$ cat config.mk
export PLATFORM = sky130hd
export DESIGN_NAME = branch_predictor
export DESIGN_NICKNAME = d
export VERILOG_FILES = /design/src/rtl/branch_predictor_pkg.sv /design/src/rtl/branch_predictor_sat_ctr2.sv /design/src/rtl/branch_predictor.sv
export SDC_FILE = /design/constraint.sdc
export NUM_CORES = 2
export LEC_CHECK = 0
export BUFFER_PORTS_ARGS = -buffer_cell sky130_fd_sc_hd__buf_2
export CORE_AREA = 5 5 329 331
export DETAILED_ROUTE_END_ITERATION = 10
export DIE_AREA = 0 0 334 336
export HOLD_SLACK_MARGIN = 0.02
export PLACE_DENSITY_LB_ADDON = 0.08
export SYNTH_ARGS = -nofsm -noshare
export SYNTH_HDL_FRONTEND = slang
export SYNTH_SLANG_ARGS = --single-unit
$ cat constraint.sdc
create_clock -name clk -period 6.1 [get_ports clk]
set_input_delay 1.22 -clock clk [delete_from_list [all_inputs] [get_ports clk]]
set_output_delay 1.22 -clock clk [all_outputs]
set_load 0.05 [all_outputs]
$ cat src/rtl/branch_predictor_pkg.sv
`default_nettype none
// ============================================================================
// Module   : branch_predictor_pkg
// Purpose  : Shared constants for the fetch-side branch predictor: RISC-V
//            control-flow opcodes, 2-bit counter encodings and PC width.
// Revision : 1.0  initial release
// ============================================================================
package branch_predictor_pkg;

  localparam int XLEN = 32;

  // Control-flow opcodes as seen by the decoder feeding ex_is_branch/ex_is_jump
  localparam logic [6:0] BRANCH = 7'b1100011;
  localparam logic [6:0] J      = 7'b1101111;
  localparam logic [6:0] JR     = 7'b1100111;

  // 2-bit saturating counter states; the MSB is the taken prediction
  typedef enum logic [1:0] {
    SNT = 2'b00,
    WNT = 2'b01,
    WT  = 2'b10,
    ST  = 2'b11
  } ctr_e;

endpackage : branch_predictor_pkg
`default_nettype wire

$ cat src/rtl/branch_predictor_sat_ctr2.sv
`default_nettype none
// ============================================================================
// Module   : sat_ctr2
// Purpose  : Next-state function of a 2-bit saturating counter. Moves toward
//            ST on taken and toward SNT on not-taken, holding at either end.
// Revision : 1.0  initial release
// ============================================================================
module sat_ctr2
  import branch_predictor_pkg::*;
(
  input  logic [1:0] ctr,
  input  logic       taken,
  output logic [1:0] ctr_nxt
);

  // Saturating increment/decrement
  always_comb begin
    ctr_nxt = ctr;
    if (taken) begin
      if (ctr != ST) ctr_nxt = ctr + 2'd1;
    end else begin
      if (ctr != SNT) ctr_nxt = ctr - 2'd1;
    end
  end

endmodule : sat_ctr2
`default_nettype wire

$ cat src/rtl/branch_predictor.sv
`default_nettype none
// ============================================================================
// Module   : branch_predictor
// Purpose  : Direct-mapped BTB with 2-bit counters. Predicts at IF, trains
//            from EX resolution, raises a registered redirect on mispredict
//            and keeps branch/mispredict performance counters.
// Revision : 1.0  initial release
// ============================================================================
module branch_predictor
  import branch_predictor_pkg::*;
#(
  parameter int ENTRIES = 16,
  parameter int IDX_W   = 4,
  parameter int XLEN    = 32
) (
  input  logic            clk,
  input  logic            rst,
  input  logic [XLEN-1:0] if_pc,
  output logic            pred_taken,
  output logic [XLEN-1:0] pred_target,
  input  logic            ex_valid,
  input  logic            ex_is_branch,
  input  logic            ex_is_jump,
  input  logic [XLEN-1:0] ex_pc,
  input  logic            ex_taken,
  input  logic [XLEN-1:0] ex_target,
  input  logic            ex_pred_taken,
  input  logic [XLEN-1:0] ex_pred_target,
  output logic            mispredict,
  output logic [XLEN-1:0] redirect_pc,
  output logic [31:0]     branch_count,
  output logic [31:0]     mispredict_count
);

  localparam int TAG_W = XLEN - IDX_W - 2;

  // Table storage
  logic             valid_q  [ENTRIES];
  logic             valid_d  [ENTRIES];
  logic [TAG_W-1:0] tag_q    [ENTRIES];
  logic [TAG_W-1:0] tag_d    [ENTRIES];
  logic [XLEN-1:0]  target_q [ENTRIES];
  logic [XLEN-1:0]  target_d [ENTRIES];
  logic [1:0]       ctr_q    [ENTRIES];
  logic [1:0]       ctr_d    [ENTRIES];
  logic             jmp_q    [ENTRIES];
  logic             jmp_d    [ENTRIES];

  // Redirect and counters
  logic             mispredict_q, mispredict_d;
  logic [XLEN-1:0]  redirect_pc_q, redirect_pc_d;
  logic [31:0]      branch_count_q, branch_count_d;
  logic [31:0]      mispredict_count_q, mispredict_count_d;

  logic [IDX_W-1:0] if_idx, ex_idx;
  logic [TAG_W-1:0] if_tag, ex_tag;
  logic             if_hit, ex_hit;
  logic             res, detect;
  logic [XLEN-1:0]  ex_seq_pc;
  logic [1:0]       ctr_upd;

  // Word-aligned PCs: the low two bits never address the table
  logic unused_pc_bits;
  assign unused_pc_bits = ^{if_pc[1:0], ex_pc[1:0]};

  assign if_idx = if_pc[IDX_W+1:2];
  assign if_tag = if_pc[XLEN-1:IDX_W+2];
  assign ex_idx = ex_pc[IDX_W+1:2];
  assign ex_tag = ex_pc[XLEN-1:IDX_W+2];

  // IF lookup; reads the pre-update table even when EX writes the same slot
  always_comb begin
    if_hit      = valid_q[if_idx] && (tag_q[if_idx] == if_tag);
    pred_taken  = if_hit && (jmp_q[if_idx] || ctr_q[if_idx][1]);
    pred_target = pred_taken ? target_q[if_idx] : if_pc + XLEN'(4);
  end

  // Resolution: compare the carried prediction against the real outcome
  always_comb begin
    ex_hit    = valid_q[ex_idx] && (tag_q[ex_idx] == ex_tag);
    res       = ex_valid && (ex_is_branch || ex_is_jump);
    ex_seq_pc = ex_pc + XLEN'(4);
    detect    = (res && (ex_taken != ex_pred_taken))
             || (res && ex_taken && (ex_target != ex_pred_target))
             || (ex_valid && !ex_is_branch && !ex_is_jump && ex_pred_taken);
  end

  sat_ctr2 u_sat_ctr2 (
    .ctr     (ctr_q[ex_idx]),
    .taken   (ex_taken),
    .ctr_nxt (ctr_upd)
  );

  // Table training from EX; a jump takes the jump path if both flags are set
  always_comb begin
    valid_d  = valid_q;
    tag_d    = tag_q;
    target_d = target_q;
    ctr_d    = ctr_q;
    jmp_d    = jmp_q;
    if (res) begin
      if (ex_hit) begin
        if (ex_is_jump) begin
          target_d[ex_idx] = ex_target;
          jmp_d[ex_idx]    = 1'b1;
        end else begin
          ctr_d[ex_idx] = ctr_upd;
          if (ex_taken) target_d[ex_idx] = ex_target;
        end
      end else if (ex_taken) begin
        valid_d[ex_idx]  = 1'b1;
        tag_d[ex_idx]    = ex_tag;
        target_d[ex_idx] = ex_target;
        ctr_d[ex_idx]    = WT;
        jmp_d[ex_idx]    = ex_is_jump;
      end
    end else if (ex_valid && ex_hit) begin
      // A non-control-flow instruction aliased onto this entry: drop it
      valid_d[ex_idx] = 1'b0;
    end
  end

  // Redirect and performance counter next state
  always_comb begin
    mispredict_d       = detect;
    redirect_pc_d      = redirect_pc_q;
    branch_count_d     = branch_count_q;
    mispredict_count_d = mispredict_count_q;
    if (detect) begin
      redirect_pc_d      = (res && ex_taken) ? ex_target : ex_seq_pc;
      mispredict_count_d = mispredict_count_q + 32'd1;
    end
    if (res) branch_count_d = branch_count_q + 32'd1;
  end

  // Control state with asynchronous reset
  always_ff @(posedge clk or posedge rst) begin
    if (rst) begin
      for (int i = 0; i < ENTRIES; i++) begin
        valid_q[i] <= 1'b0;
        ctr_q[i]   <= WNT;
        jmp_q[i]   <= 1'b0;
      end
      mispredict_q       <= 1'b0;
      redirect_pc_q      <= '0;
      branch_count_q     <= '0;
      mispredict_count_q <= '0;
    end else begin
      valid_q            <= valid_d;
      ctr_q              <= ctr_d;
      jmp_q              <= jmp_d;
      mispredict_q       <= mispredict_d;
      redirect_pc_q      <= redirect_pc_d;
      branch_count_q     <= branch_count_d;
      mispredict_count_q <= mispredict_count_d;
    end
  end

  // Tags and targets are only meaningful under valid, so they carry no reset
  always_ff @(posedge clk) begin
    tag_q    <= tag_d;
    target_q <= target_d;
  end

  assign mispredict       = mispredict_q;
  assign redirect_pc      = redirect_pc_q;
  assign branch_count     = branch_count_q;
  assign mispredict_count = mispredict_count_q;

endmodule : branch_predictor
`default_nettype wire

==> results.json <==
{
  "via_count": 35500,
  "ff2ff_setup_slack_ps": 1970,
  "critPathKind": "in -> out",
  "dr_wl_met2_microns": 82400,
  "routed_wl_microns": 177000,
  "area_growth_pct": 14.6,
  "finalSetupViolCount": 0,
  "netlist_top_cells_area": "edfxtp_1, mux4_2, mux2_1",
  "max-slew-margin-rel_pct": 20.9,
  "wl_met1_microns": 68700,
  "final_hold_viol_count": 0,
  "yosys_warnings": 0,
  "fp-row-count": 119,
  "cts_sinks": 1089,
  "syn_inst": 3498,
  "path_buf_inv": 7,
  "ios": 265,
  "slowest_stage": "mux4_2",
  "drt_iter0_drc": 4336,
  "cp.required_ps": 4880,
  "syn-cell-area_sq_um": 56000,
  "drc": 0,
  "r2r-end": "target_q[105]",
  "firstDrtPassIters": 5,
  "cp_cell_sequence": "buf_12, buf_16, buf_12, mux4_2, mux4_2, xnor2_2, buf_4, nand2_1, or3b_4, nor4_4, buf_6, clkbuf_16, mux2_2, buf_4",
  "power_density_nw_per_um2": 285,
  "skew_ps": 31.7,
  "max-vdd-ir-drop_mv": 0.248,
  "yosys-top-cells-count": "edfxtp_1, mux4_2, mux2_1",
  "syn_avg_cell_area_sq_um": 16.0,
  "nets": 3925,
  "clkSlewWorstSetupHoldPaths_ps": 60,
  "synth_simple_gate_area_share_pct": 4.61,
  "synth_edf_count": 928,
  "utilization_pct": 61.2,
  "yosysSeqAreaShare_pct": 57.0,
  "postCtsHoldBufs": 0,
  "timing.hold.worst.class": "reg -> reg",
  "synth_seq_cells": 1089,
  "port_buffers": 264,
  "critPathTopFamily": "multiplexers",
  "grt_start_max_net_pins": 152,
  "fp.dieW_microns": 334,
  "gp_congestion": 0.942,
  "die_h_microns": 336,
  "yosys.area.top_type": "edfxtp_1",
  "synth_flop_cell": "edfxtp_1",
  "maxCapViolations": 0,
  "synth_top_area_share_pct": 49.8,
  "syn_nets": 3640,
  "dr_wl_met3_microns": 18100,
  "core_area_sq_um": 105000,
  "viasPerCell": 6.71,
  "hold_depth": 1,
  "crit_path_max_fanout": 8,
  "grt_pass1_wl_microns": 253000,
  "cts_made_buffers": 115,
  "min_from": "mispredict_count[11]",
  "fin_crit_sh_pct": 99.8,
  "drive_gt1_share_pct": 33.9,
  "clock_path_buffers": 3,
  "status": "finished, final reports clean",
  "worstMarginPinSlew_ps": 1180,
  "synth_top_family_by_area": "multiplexers",
  "reg2reg_depth": 10,
  "wire_per_inst_microns": 33.5,
  "synth_compound_area_share_pct": 3.77,
  "period_minus_slack_ps": 6090,
  "initial_core_util_pct": 53.4,
  "track_usage_pct": 30.9,
  "die-area_sq_um": 112000,
  "async_flop_share_pct": 14.8,
  "maxUsedRoutingLayer": "met5",
  "post-place-ws_ps": -53.0,
  "yosysUniqueCellTypes": 76,
  "antenna_found_initial": 19,
  "crit_cells": 14,
  "cp-start-kind": "input pin",
  "fill_cells": 7797,
  "cp_data_arrival_time_ps": 4870,
  "p_leak_nw": 22.4,
  "min_to": "mispredict_count[11]",
  "rr_startpoint": "tag_q[71]",
  "final_antenna_net_count": 0,
  "htree_levels": 3,
  "root_buffer": "clkbuf_16",
  "synth_fa_ha_area_share_pct": 0.156,
  "clk_latency_ps": 710,
  "grt_pass1_vias": 35600,
  "post-dp-hpwl_microns": 116000,
  "drv_slew": 0,
  "fin_ws_ps": 12.2,
  "cts_tree": "yes",
  "yosysMostFrequentCell": "edfxtp_1",
  "max_clock_freq_mhz": 164,
  "grt_overflow_total": 0,
  "synthMuxAreaShare_pct": 28.3,
  "critPathMaxStageDelay_ps": 520,
  "crit_path_end_kind": "primary output",
  "yosys.area_share.xor_xnor_pct": 3.10
}
metrics by stage:
step                cell area (sq um)  TNS (ps)  total power [mW]  hold slack (ps)  cells
floorplan                       56000         0              10.3              471   3498
global placement                59900         0              11.1              455   5043
detailed placement              59900     -1150              11.2              473   5043
CTS                             63900         0              18.3              485   5261
global route                    64100      -306              18.8              490   5272
finish                          64200         0              18.3              489   5280
worst max-delay path by stage:
stage	from	to	slack (ps)
6_report	if_pc[2]	pred_target[24]	10
2_1_floorplan	if_pc[2]	pred_target[22]	130
3_5_place_dp	if_pc[2]	pred_target[24]	-50
3_3_place_gp	if_pc[2]	pred_target[31]	10
4_1_cts	if_pc[2]	pred_target[21]	20
5_1_grt	if_pc[2]	pred_target[27]	-20
sequential cells by signal (all words and copies together), names as in the netlist, named ones only:
register and cells:
tag_q 416, mispredict_count 32, mispredict 1, ctr_q 32, jmp_q 16, target_q 512
redirect_pc 32, branch_count 32
repair_timing:
| action | 4_1_cts | 5_1_grt |
|---|---|---|
| pin swaps | 2 | 4 |
| setup buffers | 1 | 9 |
| resized for setup | 15 | 44 |
| setup endpoints to repair | 32 | 32 |
| cloned | 2 | 2 |
final cells by class:
class	instances	area (sq um)	share of cell area, %
diodes	8	20.0	0.0312
multi-input cells	2075	22600	35.3
clock buffers	144	3110	4.85
repair buffers	453	3770	5.88
inverters	49	215	0.335
clock inverters	71	736	1.15
flip-flops and latches	1089	31900	49.8
well taps	1391	1740	2.71
where the power goes:
group / internal, mW / total, mW / switching (mW)
sequential: 8.49 / 8.71 / 0.217
combinational: 0.905 / 2.38 / 1.48
clock: 4.20 / 7.17 / 2.98
total: 13.6 / 18.3 / 4.67
per-layer routing:
metal	GRT usage (%)	vias up
met4	11.6	14
met2	48.8	1916
met1	42.4	18600
li1	-	14500
met5	0	-
met3	7.42	365
placed cells by master, fill, tap and decap left out, types with 17 or more instances in the layout:
cell type  instances
clkinv_1          21
clkbuf_16        120
a21oi_1           81
mux2_2           257
buf_2            238
mux2i_1          107
nor2_4            22
xor2_1            72
nand2_1           96
edfxtp_1         928
o21ai_0           62
a22oi_1           46
buf_12            65
mux4_2           359
clkbuf_1          20
nor4_1            27
xnor2_1          122
nand3_1           48
nor3_1            36
buf_4            131
clkinv_2          23
dfrtp_1          145
nand4_1           38
a21o_1            17
a211oi_1          28
nor2_1           130
nor2b_1           18
inv_1             47
mux2_1           335
o2bb2ai_1         17
cells by family (layout without fill, tap and decap cells):
| kind of cell | count (synthesis) | in the layout |
|---|---|---|
| DFF | 1089 | 1089 |
| muxes | 1059 | 1059 |
| and+or+nand+nor | 491 | 491 |
| buffers and inverters | 334 | 717 |
| AOI/OAI and AO/OA | 320 | 320 |
| xor gates and xnor gates | 198 | 198 |
| adders and majority gates | 7 | 7 |
| other | 0 | 8 |
No activity file was read; power rests on OpenSTA's default activity.
